===== src/rtl/fmul_booth_seq_if.sv =====
// Request/result handshake bundle for the sequential radix-4 Booth multiplier.
interface fmul_booth_seq_if #(
    parameter int PL_N = 24
);
    logic              iREQ_VALID;
    logic              oREQ_BUSY;
    logic [PL_N-1:0]   iREQ_DATA0;
    logic [PL_N-1:0]   iREQ_DATA1;
    logic              oOUT_VALID;
    logic              iOUT_BUSY;
    logic [2*PL_N-1:0] oOUT_DATA;

    modport master (
        output iREQ_VALID, iREQ_DATA0, iREQ_DATA1, iOUT_BUSY,
        input  oREQ_BUSY, oOUT_VALID, oOUT_DATA
    );

    modport slave (
        input  iREQ_VALID, iREQ_DATA0, iREQ_DATA1, iOUT_BUSY,
        output oREQ_BUSY, oOUT_VALID, oOUT_DATA
    );
endinterface


===== src/rtl/fmul_booth_seq.sv =====
// Unsigned PL_N x PL_N multiplier, iterative radix-4 Booth, one group per cycle.
// Optional macro FMUL_BOOTH_SEQ_ZERO_SKIP_EN: a zero operand bypasses CALC.
module fmul_booth_seq #(
    parameter int PL_N = 24
) (
    input  logic            iCLOCK,
    input  logic            inRESET,
    input  logic            iFLUSH,
    fmul_booth_seq_if.slave bus
);
    localparam int ACC_W = 2*PL_N + 4;
    localparam int GRP_N = PL_N/2 + 1;
    localparam int CNT_W = $clog2(GRP_N + 1);
    localparam logic [CNT_W-1:0] CNT_LAST = CNT_W'(GRP_N - 1);

    typedef enum logic [1:0] {IDLE, CALC, DONE} state_t;

    state_t                   state;
    state_t                   state_n;
    logic                     accept;
    logic signed [ACC_W-1:0]  acc;
    logic signed [ACC_W-1:0]  xs;
    logic [PL_N+2:0]          ysh;
    logic [CNT_W-1:0]         cnt;
    logic                     unused_hi;

    function automatic logic signed [ACC_W-1:0] booth_pp(
        input logic [2:0]              grp,
        input logic signed [ACC_W-1:0] x
    );
        logic signed [ACC_W-1:0] pp;
        case (grp)
            3'b001, 3'b010: pp = x;
            3'b011:         pp = x <<< 1;
            3'b100:         pp = -(x <<< 1);
            3'b101, 3'b110: pp = -x;
            default:        pp = '0;
        endcase
        return pp;
    endfunction

    always_ff @(posedge iCLOCK or negedge inRESET) begin
        if (!inRESET)
            state <= IDLE;
        else
            state <= state_n;
    end

    always_comb begin
        state_n = state;
        accept  = 1'b0;
        if (iFLUSH) begin
            state_n = IDLE;
        end else begin
            case (state)
                IDLE: begin
                    if (bus.iREQ_VALID) begin
                        accept  = 1'b1;
                        state_n = CALC;
`ifdef FMUL_BOOTH_SEQ_ZERO_SKIP_EN
                        if (bus.iREQ_DATA0 == '0 || bus.iREQ_DATA1 == '0)
                            state_n = DONE;
`endif
                    end
                end
                CALC:    if (cnt == CNT_LAST) state_n = DONE;
                DONE:    if (!bus.iOUT_BUSY) state_n = IDLE;
                default: state_n = IDLE;
            endcase
        end
    end

    // Multiplicand shifts left and multiplier shifts right by one group each cycle,
    // so the current group is always ysh[2:0] (bit 0 starts as the implicit zero).
    always_ff @(posedge iCLOCK or negedge inRESET) begin
        if (!inRESET) begin
            acc <= '0;
            xs  <= '0;
            ysh <= '0;
            cnt <= '0;
        end else if (accept) begin
            acc <= '0;
            xs  <= {{(ACC_W-PL_N){1'b0}}, bus.iREQ_DATA0};
            ysh <= {2'b00, bus.iREQ_DATA1, 1'b0};
            cnt <= '0;
        end else if (state == CALC && !iFLUSH) begin
            acc <= acc + booth_pp(ysh[2:0], xs);
            xs  <= xs <<< 2;
            ysh <= ysh >> 2;
            cnt <= cnt + 1'b1;
        end
    end

    // The final sum is non-negative and fits in 2*PL_N bits; the guard bits only
    // carry sign during intermediate negative partial sums.
    assign unused_hi     = ^acc[ACC_W-1:2*PL_N];
    assign bus.oREQ_BUSY  = (state != IDLE);
    assign bus.oOUT_VALID = (state == DONE);
    assign bus.oOUT_DATA  = acc[2*PL_N-1:0];
endmodule


===== src/flat_wrapper.sv =====
// flat-port wrapper written by rule: the top's interface ports become plain ports
module fmul_booth_seq_flat 
#(
    parameter int PL_N = 24
)
  (iCLOCK, inRESET, iFLUSH, bus_iREQ_VALID, bus_iREQ_DATA0, bus_iREQ_DATA1, bus_iOUT_BUSY, bus_oREQ_BUSY, bus_oOUT_VALID, bus_oOUT_DATA);
  fmul_booth_seq_if #(.PL_N(PL_N)) bus_i ();
  input  logic iCLOCK;
  input  logic inRESET;
  input  logic iFLUSH;
  input wire logic [$bits(bus_i.iREQ_VALID)-1:0] bus_iREQ_VALID;
  input wire logic [$bits(bus_i.iREQ_DATA0)-1:0] bus_iREQ_DATA0;
  input wire logic [$bits(bus_i.iREQ_DATA1)-1:0] bus_iREQ_DATA1;
  input wire logic [$bits(bus_i.iOUT_BUSY)-1:0] bus_iOUT_BUSY;
  output wire logic [$bits(bus_i.oREQ_BUSY)-1:0] bus_oREQ_BUSY;
  output wire logic [$bits(bus_i.oOUT_VALID)-1:0] bus_oOUT_VALID;
  output wire logic [$bits(bus_i.oOUT_DATA)-1:0] bus_oOUT_DATA;
  assign bus_i.iREQ_VALID = bus_iREQ_VALID;
  assign bus_i.iREQ_DATA0 = bus_iREQ_DATA0;
  assign bus_i.iREQ_DATA1 = bus_iREQ_DATA1;
  assign bus_i.iOUT_BUSY = bus_iOUT_BUSY;
  assign bus_oREQ_BUSY = bus_i.oREQ_BUSY;
  assign bus_oOUT_VALID = bus_i.oOUT_VALID;
  assign bus_oOUT_DATA = bus_i.oOUT_DATA;
  fmul_booth_seq #(.PL_N(PL_N)) u_core (.iCLOCK(iCLOCK), .inRESET(inRESET), .iFLUSH(iFLUSH), .bus(bus_i));
endmodule

===== config.mk =====
export PLATFORM = sky130hd
export DESIGN_NAME = fmul_booth_seq_flat
export DESIGN_NICKNAME = d
export VERILOG_FILES = /design/src/rtl/fmul_booth_seq_if.sv /design/src/rtl/fmul_booth_seq.sv /design/src/flat_wrapper.sv
export SDC_FILE = /design/constraint.sdc
export NUM_CORES = 1
export LEC_CHECK = 0
export BUFFER_PORTS_ARGS = -buffer_cell sky130_fd_sc_hd__buf_2
export CORE_UTILIZATION = 30
export DETAILED_ROUTE_END_ITERATION = 8
export PLACE_DENSITY = 0.56
export SYNTH_ARGS = -nofsm -noshare
export SYNTH_HDL_FRONTEND = slang
export SYNTH_SLANG_ARGS = --single-unit
export TNS_END_PERCENT = 30

===== constraint.sdc =====
create_clock -name iCLOCK -period 5.45 [get_ports iCLOCK]
set_input_delay 1.09 -clock iCLOCK [delete_from_list [all_inputs] [get_ports iCLOCK]]
set_output_delay 1.09 -clock iCLOCK [all_outputs]
set_load 0.01 [all_outputs]

==> impl_metrics.csv, run 1 <==
group,metric,value,unit
timing,tns,0,ns
clock_tree,insertion_delay,0.44,ns
clock_tree,cts_num_sinks,127,
routing,first_iter_violations,725,
logic_synthesis,yosys_most_used_dff,"sky130_fd_sc_hd__dfrtp_1",
floorplanning,die_w,187,um
worst_setup_path,worst_path_dominant_cell_family,"simple AND/OR/NAND/NOR gates",
routing,detailroute.via_count,10200,
global_route,grt_overflow_total,0,
clock_tree,clock_tree_from_tritoncts,"yes",
logic_synthesis,synth_area,0.0102,mm^2
place,gp_congestion,0.910,
worst_hold_path,timing.hold.worst_path_depth,1,
logic_synthesis,synth.ff_latch_count,127,
timing,final_max_slew_violation_count,0,
cells_and_area,area_delta_synth_final,17.3,%
routing,final_antenna_net_count,0,
worst_setup_path,critical_path_peak_fanout,7,
timing,hold_ws,0.501,ns
logic_synthesis,synth-edff-count,0,
worst_setup_path,worstSetupEndpointType,"flop",
global_route,number_of_antenna_violations_at_the_first_check_in_global_routing,0,
global_route,grt_pass1_vias,9545,
timing,max_fclk,195,MHz
cells_and_area,final_net_count,1500,
floorplanning,core_area,0.0335,mm^2
timing,pin_slew_with_the_least_headroom_to_its_limit,1.04,ns
place,port-buffer-count,102,
pwr,leakage,5.61,nW
routing,avgRoutedWirePerCell,17.8,um
logic_synthesis,yosys.area.top_type,"sky130_fd_sc_hd__dfrtp_1",
logic_synthesis,synth_area_leaders,"sky130_fd_sc_hd__dfrtp_1, sky130_fd_sc_hd__nand2_1, sky130_fd_sc_hd__o21ai_0, sky130_fd_sc_hd__ha_1, sky130_fd_sc_hd__a21oi_1",
floorplanning,die_height,187,um
routing,drt-vias-per-instance,5.47,
floorplanning,placementRows,67,
floorplanning,num_io_pins,103,
logic_synthesis,yosys_warnings,0,
routing,drt_pre_antenna_iters,5,
logic_synthesis,synth_area_per_cell,7.73,um^2
logic_synthesis,share_of_the_yosys_chip_area_belonging_to_registers,31.0,%
timing,fin_crit_sh,94.3,%
routing,drt-total-wl,33.1,mm
worst_setup_path,worstSetupStartpointType,"flop",
floorplanning,die_area,0.0349,mm^2
worst_setup_path,worst_path_max_delay_cell,"sky130_fd_sc_hd__or4_1",
place,detailed_place_hpwl,23.4,mm
global_route,grt_util_all_layers,19.1,%
cells_and_area,num_antenna_cells,0,
worst_setup_path,worstSetupPathType,"reg2reg",
worst_setup_path,worstPathCellList,"or4_1 > or4_1 > or3_1 > or4_1 > o21ai_1 > xor2_1 > o21ai_1 > ha_1 > a21oi_4 > nand2_1 > o21ai_0 > a21boi_0 > a21boi_0 > a311oi_1 > xnor2_1 > nor3_1 > a221o_1",
job,cap_viol_max_count,0,
timing,slew_headroom,30.4,%
worst_setup_path,worst-endpoint-required,5.78,ns
clock_tree,post_cts.repair.setup_buffers,0,
clock_tree,cts.root.buffer_cell,"sky130_fd_sc_hd__clkbuf_16",
pwr,power_per_cell_area,530,mW/mm^2
logic_synthesis,synthArstFlopShare,100,%
clock_tree,numCtsBuffers,17,
cells_and_area,design_area,0.0120,mm^2
clock_tree,clk_pin_slew_worst_paths,0.06,ns
cells_and_area,drive_above_1_share,15.0,%
clock_tree,cts.path.max_buffers,2,
floorplanning,initial_core_util,30.6,%
timing,setup-violations-final,0,
worst_setup_path,cp.buffers_inverters,0,
global_route,grt_pass1_wl,53.6,mm
worst_setup_path,worst-path-stages,17,
timing,finalHoldViolations,0,
logic_synthesis,synth.net_count,1429,
status,run_status,"finished, final reports clean",
logic_synthesis,postSynthCellCount,1325,
worst_setup_path,worst_ep_arrival_time,5.46,ns
worst_setup_path,reg2reg_depth,17,
timing,clock-skew-final,0.0129,ns
worst_setup_path,critical-path-top-cell-by-count,"sky130_fd_sc_hd__or4_1",
worst_hold_path,hp-class,"reg2reg",
logic_synthesis,yosys_top_cell_area_share,31.0,%
logic_synthesis,synth.lib_cells_used.distinct,66,
timing,final_period_minus_worst_setup_slack,5.14,ns
pwr,max_ir_drop_vdd,0.236,mV
clock_tree,cts_max_level,4,
place,post_dp_cell_area,0.0114,mm^2
worst_setup_path,timing.critical_path.slowest_cell_delay,0.61,ns
timing,rsz_0062_raised_after_global_routing,"true",
global_route,grt_max_degree,95,
routing,post-route-drc-count,0,
cell type report:
cell class	instances	area (um^2)
well taps	448	561
multi-input cells	1074	6660
clock inverters	13	161
inverters	19	71.3
repair buffers	157	942
fillers	3538	21500
flip-flops and latches	127	3180
clock buffers	19	443
what timing repair did:
action                     in CTS  in global routing
gates resized for setup         0                  9
hold buffers                    0                  0
setup endpoints to repair       0                  5
Yosys cell counts, drive strengths merged, types with 14 or more instances:
master,count
nor2,71
a21o,31
nor3,22
or3,16
mux2i,24
a22oi,53
xor2,50
a221oi,15
inv,18
dfrtp,127
o21ai,146
a22o,15
nand2,256
ha,50
xnor2,50
clkbuf,92
or4,14
nand4,17
a21oi,103
layout by cell type, fill, tap and decap left out, types with 14 or more instances in the layout:
cell type	Yosys	routed
sky130_fd_sc_hd__clkbuf_16	0	17
sky130_fd_sc_hd__o21ai_0	134	133
sky130_fd_sc_hd__xor2_1	50	50
sky130_fd_sc_hd__nor3_1	22	21
sky130_fd_sc_hd__a21o_1	31	31
sky130_fd_sc_hd__mux2i_1	24	24
sky130_fd_sc_hd__buf_4	0	54
sky130_fd_sc_hd__nor2_1	71	70
sky130_fd_sc_hd__ha_1	50	50
sky130_fd_sc_hd__a221oi_1	15	14
sky130_fd_sc_hd__a22oi_1	53	53
sky130_fd_sc_hd__a21oi_1	103	100
sky130_fd_sc_hd__nand2_1	256	255
sky130_fd_sc_hd__dfrtp_1	127	126
sky130_fd_sc_hd__nand4_1	17	17
sky130_fd_sc_hd__xnor2_1	50	49
sky130_fd_sc_hd__inv_1	18	18
sky130_fd_sc_hd__buf_2	3	101
sky130_fd_sc_hd__or3_1	16	16
sky130_fd_sc_hd__a22o_1	15	15
routing by layer:
layer | track usage, % | up-vias | routed length, um
li1 | - | 4911 | -
met1 | 26.8 | 4904 | 15600
met2 | 29.6 | 280 | 14900
met3 | 3.36 | 58 | 1690
met4 | 6.53 | 0 | 830
met5 | 0 | - | 0
sequential cells by signal (all words and copies together), names as in the netlist:
register and cells:
u_core.xs 48, u_core.cnt 4, u_core.state 2, u_core.acc 48
u_core.ysh 25
final timing paths:
path	startpoint	endpoint	slack, ns
hold reg to reg	u_core.ysh[24]	u_core.ysh[24]	0.50
min in group asynchronous	inRESET	u_core.acc[12]	0.69
setup reg to reg	u_core.xs[27]	u_core.acc[47]	0.31
max in group asynchronous	inRESET	u_core.xs[35]	3.59
setup / recovery	u_core.xs[27]	u_core.acc[47]	0.31
hold / removal	u_core.ysh[24]	u_core.ysh[24]	0.50
report_power, final:
group	internal (W)	total, W	switching [W]
clock network	0.000731	0.00120	0.000470
registers	0.00120	0.00151	0.000312
logic	0.00146	0.00365	0.00219
through the flow:
stage	power [W]	worst slack [ns]	utilization, %	instances
3_5_place_dp	0.00512	0.189	33.9	1825
4_1_cts	0.00636	0.146	35.7	1857
2_1_floorplan	0.00398	0.908	-	1325
5_1_grt	0.00689	-0.0219	35.8	1857
6_report	0.00636	0.312	35.8	1857
3_3_place_gp	0.00509	0.216	33.9	1825
kinds of logic (layout without fill, tap and decap cells):
logic type               after synthesis  in the layout  share of synthesized area (%)
AND/OR/NAND/NOR                      459            459                           20.3
AO/OA/AOI/OAI                        440            440                           26.8
buffers and inverters                124            208                           4.65
multiplexers                          24             24                           2.34
adder cells (fa/ha/maj)               51             51                           6.30
flip-flops                           127            127                           31.0
XOR/XNOR                             100            100                           8.55
No activity file was read; power rests on OpenSTA's default activity.
==> run 2, diff against run 1 <==
Settings changed: CELL_PAD_IN_SITES_DETAIL_PLACEMENT from default to 2, CELL_PAD_IN_SITES_GLOBAL_PLACEMENT from default to 2, PLACE_DENSITY 0.56 to 0.8.
==> run 2 against run 1 <==
  * Wire length up 20%
  * Global-route usage up 3.7 points
  * Die area unchanged
  * Hold slack better by 0.0023 ns
  * Non-clock buffer count down 8
  * Largest power group unchanged
==> impl_metrics.csv, run 2 (synthesis gave the netlist of run 1 again) <==
group,metric,value,unit
global_route,grt_pass1_wl,63.5,mm
floorplanning,num_io_pins,103,
clock_tree,cts.root.buffer_cell,"sky130_fd_sc_hd__clkbuf_16",
cells_and_area,design_area,0.0120,mm^2
cells_and_area,area_delta_synth_final,16.6,%
timing,setup-violations-final,0,
global_route,grt_overflow_total,0,
global_route,number_of_antenna_violations_at_the_first_check_in_global_routing,0,
timing,slew_headroom,27.6,%
pwr,leakage,5.55,nW
timing,clock-skew-final,0.0134,ns
timing,rsz_0062_raised_after_global_routing,"true",
clock_tree,cts_num_sinks,127,
global_route,grt_max_degree,95,
clock_tree,insertion_delay,0.45,ns
cells_and_area,most-common-layout-cells,"sky130_fd_sc_hd__nand2_1, sky130_fd_sc_hd__o21ai_0, sky130_fd_sc_hd__dfrtp_1",
clock_tree,cts_max_level,4,
status,run_status,"finished, final reports clean",
job,cap_viol_max_count,0,
cells_and_area,final_net_count,1492,
worst_setup_path,worstSetupEndpointType,"flop",
floorplanning,die_w,187,um
routing,drt-vias-per-instance,5.63,
pwr,totalPowerFinal,0.00655,W
place,detailed_place_hpwl,28.6,mm
routing,first_iter_violations,542,
worst_setup_path,worstSetupStartpointType,"flop",
timing,final_max_slew_violation_count,0,
clock_tree,clock_tree_from_tritoncts,"yes",
cells_and_area,drive_above_1_share,14.8,%
clock_tree,clk_pin_slew_worst_paths,0.07,ns
floorplanning,initial_core_util,30.6,%
worst_setup_path,ff2ff_setup_slack,0.23,ns
place,post_dp_cell_area,0.0113,mm^2
clock_tree,postCtsHoldBufs,0,
worst_hold_path,hp-class,"reg2reg",
cells_and_area,fillers,3922,
cells_and_area,final_common_cell,"sky130_fd_sc_hd__nand2_1",
worst_setup_path,worst-endpoint-required,5.76,ns
routing,final_antenna_net_count,0,
routing,drt_pre_antenna_iters,4,
routing,detailroute.via_count,10400,
cells_and_area,final_util,35.6,%
timing,fin_crit_sh,95.8,%
clock_tree,cts.path.max_buffers,2,
routing,avgRoutedWirePerCell,21.4,um
worst_setup_path,worstReg2RegStart,"u_core.xs[0]",
worst_setup_path,critical_path_peak_fanout,6,
clock_tree,post_cts.repair.setup_buffers,0,
timing,final_period_minus_worst_setup_slack,5.22,ns
worst_setup_path,worst_setup_path_startpoint,"u_core.xs[0]",
global_route,grt_util_all_layers,22.9,%
floorplanning,die_height,187,um
pwr,power_per_cell_area,548,mW/mm^2
timing,max_fclk,191,MHz
floorplanning,core_area,0.0335,mm^2
timing,pin_slew_with_the_least_headroom_to_its_limit,1.09,ns
cells_and_area,num_antenna_cells,0,
global_route,grt_pass1_vias,11400,
worst_setup_path,timing.rr.end,"u_core.acc[41]",
pwr,max_ir_drop_vdd,0.288,mV
place,port-buffer-count,102,
worst_setup_path,worstSetupPathType,"reg2reg",
worst_setup_path,cp-endpoint,"u_core.acc[41]",
floorplanning,placementRows,67,
timing,finalHoldViolations,0,
worst_setup_path,worst_ep_arrival_time,5.53,ns
worst_setup_path,reg2reg_depth,20,
cells_and_area,layout_top_registers,"u_core.acc: 48 flops, u_core.xs: 48 flops, u_core.ysh: 25 flops",
place,gp_congestion,0.854,
routing,post-route-drc-count,0,
routing,drt-total-wl,39.6,mm
clock_tree,numCtsBuffers,17,
floorplanning,die_area,0.0349,mm^2
[run 2: timing repair]
item / 4_1_cts / 5_1_grt
setup endpoints to repair: 3 / 10
resized for setup: 4 / 13
pin swaps: 0 / 0
[run 2: metal layers]
metal  up-vias  GRT usage (%)  routed length (um)
met1      5307           28.8               17800
met4         0           7.94                 844
li1       4855              -                   -
met2       189           39.7               19600
met3        55           3.32                1330
met5         -              0                   0
[run 2: layout make-up]
cell class,count,area (um^2),area share [%]
multi-input cells,1074,6680,55.9
flip-flops and latches,127,3180,26.6
repair buffers,149,870,7.28
well taps,448,561,4.69
clock buffers,18,429,3.59
clock inverters,14,158,1.32
inverters,19,71.3,0.597
[run 2: critical path, cell delays in order, from the launching register on]
cell                       delay, ns
sky130_fd_sc_hd__dfrtp_1        0.46
sky130_fd_sc_hd__inv_1          0.11
sky130_fd_sc_hd__ha_1           0.24
sky130_fd_sc_hd__nor3b_1        0.20
sky130_fd_sc_hd__buf_4          0.16
sky130_fd_sc_hd__nand2_1        0.11
sky130_fd_sc_hd__or4_1          0.51
sky130_fd_sc_hd__or3_1          0.39
sky130_fd_sc_hd__nand2_1        0.11
sky130_fd_sc_hd__xor2_1         0.17
sky130_fd_sc_hd__o21ai_0        0.16
sky130_fd_sc_hd__ha_1           0.43
sky130_fd_sc_hd__a21oi_1        0.27
sky130_fd_sc_hd__o21ai_0        0.16
sky130_fd_sc_hd__a211oi_1       0.29
sky130_fd_sc_hd__nor2_1         0.17
sky130_fd_sc_hd__a31o_2         0.31
sky130_fd_sc_hd__a21oi_4        0.22
sky130_fd_sc_hd__o21ai_1        0.16
sky130_fd_sc_hd__o311ai_1       0.31
sky130_fd_sc_hd__o211ai_1       0.15
[run 2: worst min path at each step]
stage / start / endpoint / slack, ns / cells after the start
6_report: u_core.ysh[24] / u_core.ysh[24] / 0.50 / 1
5_1_grt: u_core.ysh[24] / u_core.ysh[24] / 0.53 / 1
4_1_cts: u_core.ysh[24] / u_core.ysh[24] / 0.51 / 1
3_5_place_dp: u_core.ysh[24] / u_core.ysh[24] / 0.49 / 1
3_3_place_gp: u_core.ysh[24] / u_core.ysh[24] / 0.49 / 1
2_1_floorplan: u_core.ysh[23] / u_core.ysh[23] / 0.47 / 1
[run 2: where the power goes]
group          switching, W  internal (W)
combinational       0.00239       0.00145
clock              0.000520      0.000681
sequential         0.000305       0.00120
[run 2: through the flow]
step | TNS [ns] | setup WS [ns] | cells | hold slack [ns]
finish | 0 | 0.228 | 1849 | 0.504
global route | -0.0546 | -0.0546 | 1849 | 0.527
CTS | 0 | 0.0320 | 1849 | 0.508
detailed placement | -0.164 | -0.164 | 1817 | 0.488
global placement | 0 | 0.180 | 1817 | 0.486
floorplan | 0 | 0.908 | 1325 | 0.465
